$ cat src/rtl/ahb_master_arbiter.sv
// ---------------------------------------------------------------------------
// ahb_master_arbiter
//
// Purpose:
//   Two-master AHB-Lite arbiter. Master 0 is the core AHB bridge and master 1
//   is a secondary master (DMA/debug). One master owns the address phase at a
//   time. The data phase is tracked separately so the old owner can finish its
//   data phase while the new owner drives its first address.
//
// Parameters:
//   AWIDTH  address width (default 32)
//   DWIDTH  data width    (default 32)
//
// Ports:
//   HCLK, HRESETn                 clock (rising edge) / async active-low reset
//   Mx_HADDR/HTRANS/HWRITE/HSIZE  master address-phase inputs (x = 0, 1)
//   Mx_HWDATA                     master write data (data phase)
//   Mx_HRDATA                     read data, broadcast to both masters
//   Mx_HREADY, Mx_HRESP           per-master ready / response
//   HADDR/HTRANS/HWRITE/HSIZE     muxed address phase to the interconnect
//   HWDATA                        write data muxed by data-phase owner
//   HRDATA, HREADY, HRESP         slave-side response from the interconnect
//   GNT                           one-hot address-phase owner
//
// Configuration:
//   ARB_PARK_M0_EN  defined   : an idle M1 owner hands the grant back to M0
//                   undefined : the grant parks on the last owner
// ---------------------------------------------------------------------------
module ahb_master_arbiter #(
  parameter int AWIDTH = 32,
  parameter int DWIDTH = 32
) (
  input  logic              HCLK,
  input  logic              HRESETn,

  input  logic [AWIDTH-1:0] M0_HADDR,
  input  logic [1:0]        M0_HTRANS,
  input  logic              M0_HWRITE,
  input  logic [2:0]        M0_HSIZE,
  input  logic [DWIDTH-1:0] M0_HWDATA,
  output logic [DWIDTH-1:0] M0_HRDATA,
  output logic              M0_HREADY,
  output logic              M0_HRESP,

  input  logic [AWIDTH-1:0] M1_HADDR,
  input  logic [1:0]        M1_HTRANS,
  input  logic              M1_HWRITE,
  input  logic [2:0]        M1_HSIZE,
  input  logic [DWIDTH-1:0] M1_HWDATA,
  output logic [DWIDTH-1:0] M1_HRDATA,
  output logic              M1_HREADY,
  output logic              M1_HRESP,

  output logic [AWIDTH-1:0] HADDR,
  output logic [1:0]        HTRANS,
  output logic              HWRITE,
  output logic [2:0]        HSIZE,
  output logic [DWIDTH-1:0] HWDATA,
  input  logic [DWIDTH-1:0] HRDATA,
  input  logic              HREADY,
  input  logic              HRESP,

  output logic [1:0]        GNT
);

  typedef enum logic {
    GNT_M0 = 1'b0,
    GNT_M1 = 1'b1
  } state_e;

  state_e state_q, state_d;
  logic   dp_valid_q, dp_valid_d;
  logic   dp_owner_q, dp_owner_d;

  logic m0_req;
  logic m1_req;
  logic gnt_m1;
  logic own_req;
  logic oth_req;

  assign m0_req  = M0_HTRANS[1];
  assign m1_req  = M1_HTRANS[1];
  assign gnt_m1  = (state_q == GNT_M1);
  assign own_req = gnt_m1 ? m1_req : m0_req;
  assign oth_req = gnt_m1 ? m0_req : m1_req;

  // Grant and data-phase tracking only advance when the slave accepts the
  // current beat; HREADY low freezes everything, including during an error.
  always_comb begin
    state_d    = state_q;
    dp_valid_d = dp_valid_q;
    dp_owner_d = dp_owner_q;
    if (HREADY) begin
      dp_valid_d = own_req;
      dp_owner_d = gnt_m1;
      // Handover only when the owner is idle, so back-to-back bursts are
      // never preempted.
      if (!own_req && oth_req) begin
        state_d = gnt_m1 ? GNT_M0 : GNT_M1;
      end
`ifdef ARB_PARK_M0_EN
      else if (gnt_m1 && !m1_req && !m0_req) begin
        state_d = GNT_M0;
      end
`endif
    end
  end

  always_ff @(posedge HCLK or negedge HRESETn) begin
    if (!HRESETn) begin
      state_q    <= GNT_M0;
      dp_valid_q <= 1'b0;
      dp_owner_q <= 1'b0;
    end else begin
      state_q    <= state_d;
      dp_valid_q <= dp_valid_d;
      dp_owner_q <= dp_owner_d;
    end
  end

  // Address phase follows the grant, write data follows the data-phase owner.
  assign HADDR  = gnt_m1 ? M1_HADDR  : M0_HADDR;
  assign HTRANS = gnt_m1 ? M1_HTRANS : M0_HTRANS;
  assign HWRITE = gnt_m1 ? M1_HWRITE : M0_HWRITE;
  assign HSIZE  = gnt_m1 ? M1_HSIZE  : M0_HSIZE;
  assign HWDATA = dp_owner_q ? M1_HWDATA : M0_HWDATA;
  assign GNT    = gnt_m1 ? 2'b10 : 2'b01;

  assign M0_HRDATA = HRDATA;
  assign M1_HRDATA = HRDATA;

  assign M0_HRESP = dp_valid_q && !dp_owner_q && HRESP;
  assign M1_HRESP = dp_valid_q &&  dp_owner_q && HRESP;

  // A master sees the slave's HREADY while it owns the data phase or the
  // address phase; a non-owner that is requesting is held off, and an idle
  // non-owner sees a ready bus.
  always_comb begin
    M0_HREADY = 1'b1;
    if (dp_valid_q && !dp_owner_q) begin
      M0_HREADY = HREADY;
    end else if (!gnt_m1) begin
      M0_HREADY = HREADY;
    end else if (m0_req) begin
      M0_HREADY = 1'b0;
    end
  end

  always_comb begin
    M1_HREADY = 1'b1;
    if (dp_valid_q && dp_owner_q) begin
      M1_HREADY = HREADY;
    end else if (gnt_m1) begin
      M1_HREADY = HREADY;
    end else if (m1_req) begin
      M1_HREADY = 1'b0;
    end
  end

endmodule

$ cat config.mk
export PLATFORM = sky130hd
export DESIGN_NAME = ahb_master_arbiter
export DESIGN_NICKNAME = d
export VERILOG_FILES = /design/src/rtl/ahb_master_arbiter.sv
export SDC_FILE = /design/constraint.sdc
export NUM_CORES = 1
export LEC_CHECK = 0
export ABC_AREA = 1
export BUFFER_PORTS_ARGS = -buffer_cell sky130_fd_sc_hd__buf_2
export CAP_MARGIN = 10
export CELL_PAD_IN_SITES_DETAIL_PLACEMENT = 0
export CELL_PAD_IN_SITES_GLOBAL_PLACEMENT = 2
export CORE_MARGIN = 10
export CORE_UTILIZATION = 10
export CTS_BUF_LIST = sky130_fd_sc_hd__clkbuf_2 sky130_fd_sc_hd__clkbuf_4 sky130_fd_sc_hd__clkbuf_8
export CTS_CLUSTER_SIZE = 25
export DETAILED_ROUTE_END_ITERATION = 10
export PLACE_DENSITY_LB_ADDON = 0.3
export SETUP_SLACK_MARGIN = 0.02
export SYNTH_ARGS = -nofsm -noshare
export SYNTH_HDL_FRONTEND = slang
export SYNTH_SLANG_ARGS = --single-unit
$ cat constraint.sdc
create_clock -name HCLK -period 1.4 [get_ports HCLK]
set_clock_uncertainty 0.05 [all_clocks]
set_input_delay 0.42 -clock HCLK [delete_from_list [all_inputs] [get_ports HCLK]]
set_output_delay 0.42 -clock HCLK [all_outputs]
set_load 0.01 [all_outputs]
==> results.yml, run 1 <==
run_status:
  status: "finished, violations left"
  violations: "negative setup slack"
clock_tree:
  htree_levels: 1
  cts_sinks: 3
  clk_pin_slew_ns: 0.04
  clockRootBuffer: "clkbuf_8"
  clockBufferDepth: 2
  numCtsBuffers: 3
  cts_tree: "yes"
  clk_latency_ns: 0.22
route:
  detail-route-antenna-nets: 0
  wirelength_um: 10310
  vias: 2496
  dr.pass1.iters: 4
  drt_iter0_drc: 56
  drc_errors: 0
  vias_per_cell: 3.545
  wire_per_inst_um: 14.64
final_layout:
  antenna_cells: 0
  regArea_um2: 77.57
  nNetsFinal: 670
  fin_util_pct: 23.53
  n_fill_cell: 1738
  design_area_mm2: 0.003603
  multi_input_area_mm2: 0.001329
  area_growth_syn_to_layout_pct: 129.5
  layout-drive-gt1-share_pct: 72.82
setup_path:
  worstReg2RegStart: "gnt_m1$_DFFE_PN0P_"
  crit_path_start: "gnt_m1$_DFFE_PN0P_"
  cp.required_ns: 0.93
  cp-start-kind: "flip-flop"
  worst_ep_arrival_time_ns: 1.25
  cp_max_fo: 7
  critPathCaptureType: "primary output"
  worstSetupPathType: "reg -> out"
timing:
  period_needed_ns: 1.723
  max_freq_ghz: 0.5803
  rsz0062_at_grt: "true"
  slew_headroom_pct: 81.99
  final.setup.tns_ns: -21.50
  worst_pin_slew_ns: 0.2701
  finalSetupViolations: 76
  fin_crit_sh_pct: 123.1
  finalMaxSlewViolations: 0
  hold_viol_final: 0
  fin_ws_ns: -0.3233
logic_synthesis:
  synth_nets: 495
  avgSynthCellArea_um2: 4.922
  synth_area_mm2: 0.001570
  ys_seq_area_share_pct: 4.781
  synth_cells: 319
  ys.warnings.count: 0
  synth_cell_types: 12
  synth-seq-cells: 3
grt:
  grt_pass1_vias: 2697
  grt-ovfl-total: 0
  antenna_found_initial: 0
  grtUsageTotal_pct: 8.751
  grt_pass1_wl_um: 14810
  grt_max_degree: 21
pwr:
  p_leak_nw: 2.113
  max-vdd-ir-drop_mv: 0.3032
  power.total_w: 0.003594
  powerDensity_mw_per_mm2: 997.4
place:
  place_congestion: 0.7331
  port_buffers: 219
  dpl_cell_area_mm2: 0.002576
  post-dp-hpwl_um: 7950
floorplanning:
  rows: 45
  dieArea_mm2: 0.02112
  io_pins: 316
  core_mm2: 0.01531
  die_x_um: 145.3
  initial_core_util_pct: 10.25
  die_h_um: 145.3
worst_hold_path:
  hold_class: "in -> async"
run:
  drv_cap: 0
worst paths after layout:
check	end	slack, ns	cells after the start
hold reg to reg	dp_valid_q$_DFFE_PN0P_	0.61	2
min in group HCLK	gnt_m1$_DFFE_PN0P_	0.50	4
setup reg to reg	dp_valid_q$_DFFE_PN0P_	0.11	7
setup / recovery	HADDR[4]	-0.32	5
hold / removal	gnt_m1$_DFFE_PN0P_	0.50	2
max in group asynchronous	dp_owner_q$_DFFE_PN0P_	0.67	2
placed cells by master (no fill, tap or decap), drive strengths merged:
cell,n
dfrtp,3
dlygate4sd3,1
clkbuf,4
nand2,213
inv,7
nand4,1
o21ai,3
nor2,4
a21oi,5
a31oi,1
buf,251
Yosys cell counts:
library cell    n  area (um2)
a21oi_1         5       25.02
a31oi_1         1       6.260
buf_2          10       50.05
buf_4          69       518.0
buf_6           3       33.78
dfrtp_1         3       75.07
inv_1           5       18.77
inv_2           2       7.510
nand2_1       213       799.5
nand4_1         1       6.260
nor2_1          4       15.01
o21ai_0         3       15.01
report_power, final:
part | internal [W] | switching [W] | total, W
Combinational | 0.00162 | 0.00154 | 0.00317
Sequential | 0.000108 | 0.0000422 | 0.000151
Clock | 0.000214 | 0.0000635 | 0.000278
Total | 0.00195 | 0.00165 | 0.00359
metal layers:
metal	vias up	part of all wire (%)	GRT usage, %
met3	29	12	4.719
met1	1076	34	7.857
li1	1233	-	-
met2	158	52	16.61
met4	0	2.2	2.275
met5	-	0	0
layout make-up:
cell class	count	share of cell area (%)
Multi-Input combinational cell	227	36.87
Sequential cell	3	2.153
Timing Repair Buffer	252	51.42
Clock buffer	4	1.354
Inverter	7	0.8681
Tap cell	211	7.326
sequential cells by signal, summed over array words and instances (netlist names):
name and flops:
dp_valid_q 1, gnt_m1 1, dp_owner_q 1
per-stage QoR:
step	worst slack, ns	hold WS [ns]	instances
3_5_place_dp	-0.1429	0.1698	686
6_report	-0.3233	0.5038	704
3_3_place_gp	-0.1475	0.1713	686
5_1_grt	-0.3692	0.5192	704
2_1_floorplan	0.02250	0.07441	319
4_1_cts	-0.3138	0.4899	704
critical path, cell delays in order (launching register included):
cell and delay [ns]:
dfrtp_2 0.46, buf_12 0.18, buf_16 0.15, nand2_4 0.06, nand2_2 0.06, buf_6 0.12
kinds of logic after synthesis:
| group | count (synthesis) | synth area share (%) |
|---|---|---|
| AND/OR/NAND/NOR | 218 | 52.27 |
| buffers and inverters | 89 | 40.00 |
| AO/OA/AOI/OAI | 9 | 2.948 |
| flip-flops | 3 | 4.781 |
what timing repair did:
item / 4_1_cts / 5_1_grt
endpoints found under the setup margin: 76 / 77
pin swaps: 9 / 12
hold buffers: 1 / 0
resized for setup: 127 / 78
setup buffers: 7 / 2
gates cloned: 6 / 0
hold endpoints to repair: 3 / 0
No activity file was read; power rests on OpenSTA's default activity.
==> run 2, diff against run 1 <==
--- a/config.mk
+++ b/config.mk
@@ -15,7 +15,8 @@
 export CTS_BUF_LIST = sky130_fd_sc_hd__clkbuf_2 sky130_fd_sc_hd__clkbuf_4 sky130_fd_sc_hd__clkbuf_8
 export CTS_CLUSTER_SIZE = 25
 export DETAILED_ROUTE_END_ITERATION = 10
-export PLACE_DENSITY_LB_ADDON = 0.3
+export HOLD_SLACK_MARGIN = 0.02
+export PLACE_DENSITY_LB_ADDON = 0.1
 export SETUP_SLACK_MARGIN = 0.02
 export SYNTH_ARGS = -nofsm -noshare
 export SYNTH_HDL_FRONTEND = slang
==> run 2 against run 1 <==
The run still ends with negative setup slack left. Die area stayed put. Fmax is 0.82% higher. Via count is 1.6% lower. Global-route usage is 0.091 points lower. Register-to-register slack better by 0.22 ns. Largest power group unchanged.
==> results.yml, run 2 (synthesis gave the netlist of run 1 again) <==
floorplanning:
  core_mm2: 0.01531
  die_x_um: 145.3
  die_h_um: 145.3
  io_pins: 316
  rows: 45
  initial_core_util_pct: 10.25
  dieArea_mm2: 0.02112
timing:
  finalMaxSlewViolations: 0
  fin_ws_ns: -0.3093
  finalSetupViolations: 76
  fin_crit_sh_pct: 122.1
  max_freq_ghz: 0.5850
  hold_viol_final: 0
  slew_headroom_pct: 81.73
  period_needed_ns: 1.709
  worst_pin_slew_ns: 0.2740
  rsz0062_at_grt: "true"
route:
  vias: 2455
  drc_errors: 0
  wirelength_um: 10320
  vias_per_cell: 3.477
  wire_per_inst_um: 14.62
  drt_iter0_drc: 25
  dr.pass1.iters: 4
  detail-route-antenna-nets: 0
clock_tree:
  clk_latency_ns: 0.21
  clockRootBuffer: "clkbuf_8"
  htree_levels: 1
  clk_pin_slew_ns: 0.03
  cts_sinks: 3
  numCtsBuffers: 3
  cts_tree: "yes"
  clockBufferDepth: 2
final_layout:
  area_growth_syn_to_layout_pct: 125.0
  nNetsFinal: 672
  antenna_cells: 0
  fin_util_pct: 23.07
  final_cell_mix: "buf_2 (170), nand2_1 (122), nand2_2 (70)"
  layout-drive-gt1-share_pct: 71.72
  final_common_cell: "buf_2"
pwr:
  swShare_pct: 44.88
  p_leak_nw: 2.092
  max-vdd-ir-drop_mv: 0.2979
  seq_power_share_pct: 4.4
  combPwrFrac_pct: 87.9
  p_sw_w: 0.001564
  power.total_w: 0.003484
  clockPowerShare_pct: 7.8
  powerDensity_mw_per_mm2: 986.1
  p_int_w: 0.001920
setup_path:
  worstSetupPathType: "reg -> out"
  worst_ep_arrival_time_ns: 1.24
  cp_max_fo: 8
  cp.required_ns: 0.93
  cp-start-kind: "flip-flop"
  critPathCaptureType: "primary output"
run_status:
  violations: "negative setup slack"
  status: "finished, violations left"
grt:
  grt_max_degree: 20
  grt_pass1_wl_um: 14770
  grtUsageTotal_pct: 8.660
  grt_pass1_vias: 2496
  antenna_found_initial: 0
  grt-ovfl-total: 0
place:
  post-dp-hpwl_um: 8297
  place_congestion: 0.6885
  port_buffers: 219
worst_hold_path:
  hold_class: "in -> reg"
run:
  drv_cap: 0
==> run 2: cell types whose count changed in the layout (fill, tap and decap cells not counted), moves of 3 or more <==
cell | before | now
nand2_4 | 37 | 21
nand2_2 | 55 | 70
buf_4 | 9 | 17
buf_2 | 176 | 170
clkbuf_16 | 0 | 4
nor2_1 | 1 | 4
==> run 2: routing by layer <==
metal  up-vias  share of wire (%)  GRT usage, %
met3        10                 16         6.396
met5         -                  0             0
met4         0               0.55        0.8089
li1       1241                  -             -
met1      1033                 35         8.982
met2       171                 48         14.31
==> run 2: repair_timing <==
| item | in CTS | in global routing |
|---|---|---|
| gates cloned | 3 | 4 |
| resized for setup | 75 | 103 |
| setup endpoints to repair | 76 | 76 |
| endpoints found under the hold margin | 3 | 0 |
| pin swaps | 16 | 21 |
| setup buffers | 4 | 1 |
| hold buffers | 1 | 0 |
==> run 2: power by group through the flow <==
stage	registers, W	logic [W]	clock network, W
floorplan	0.000117	0.00123	0
global placement	0.000132	0.00213	0
detailed placement	0.000133	0.00208	0
CTS	0.000150	0.00259	0.000278
global route	0.000155	0.00336	0.000285
finish	0.000152	0.00306	0.000271
==> run 2: worst max-delay path, cell delays in order, from the launching register on <==
cell,delay (ns)
dfrtp_2,0.44
inv_4,0.07
buf_12,0.13
clkbuf_16,0.15
nand2_1,0.05
nand2_1,0.07
buf_6,0.10
==> run 2: per-stage QoR <==
step | setup TNS (ns) | cell area, um2 | worst slack (ns) | hold WS, ns | cells
detailed placement | -3.674 | 2586 | -0.1254 | 0.1718 | 689
CTS | -20.98 | 3030 | -0.3160 | 0.4970 | 701
finish | -20.43 | 3533 | -0.3093 | 0.4945 | 706
global placement | -3.676 | 2586 | -0.1127 | 0.1749 | 689
global route | -24.71 | 3533 | -0.3658 | 0.5042 | 706
floorplan | 0 | 1599 | 0.02250 | 0.07441 | 319
==> run 2: worst paths after layout <==
path | startpoint | endpoint | slack (ns) | cells after the start
worst min-delay path | M0_HTRANS[1] | gnt_m1$_DFFE_PN0P_ | 0.49 | 4
max in group asynchronous | HRESETn | gnt_m1$_DFFE_PN0P_ | 0.66 | 2
worst min register to register | dp_valid_q$_DFFE_PN0P_ | dp_valid_q$_DFFE_PN0P_ | 0.63 | 2
worst max register to register | dp_owner_q$_DFFE_PN0P_ | dp_owner_q$_DFFE_PN0P_ | 0.33 | 4
worst max-delay path | gnt_m1$_DFFE_PN0P_ | HADDR[3] | -0.31 | 6
min in group asynchronous | HRESETn | dp_valid_q$_DFFE_PN0P_ | 0.52 | 2
==> run 2: cell type report <==
cell class | instances | area (um2)
Fill cell | 1778 | 11780
Timing Repair Buffer | 254 | 1896
Multi-Input combinational cell | 227 | 1211
Tap cell | 211 | 264.0
Sequential cell | 3 | 77.57
Clock buffer | 4 | 48.80
Inverter | 7 | 36.28
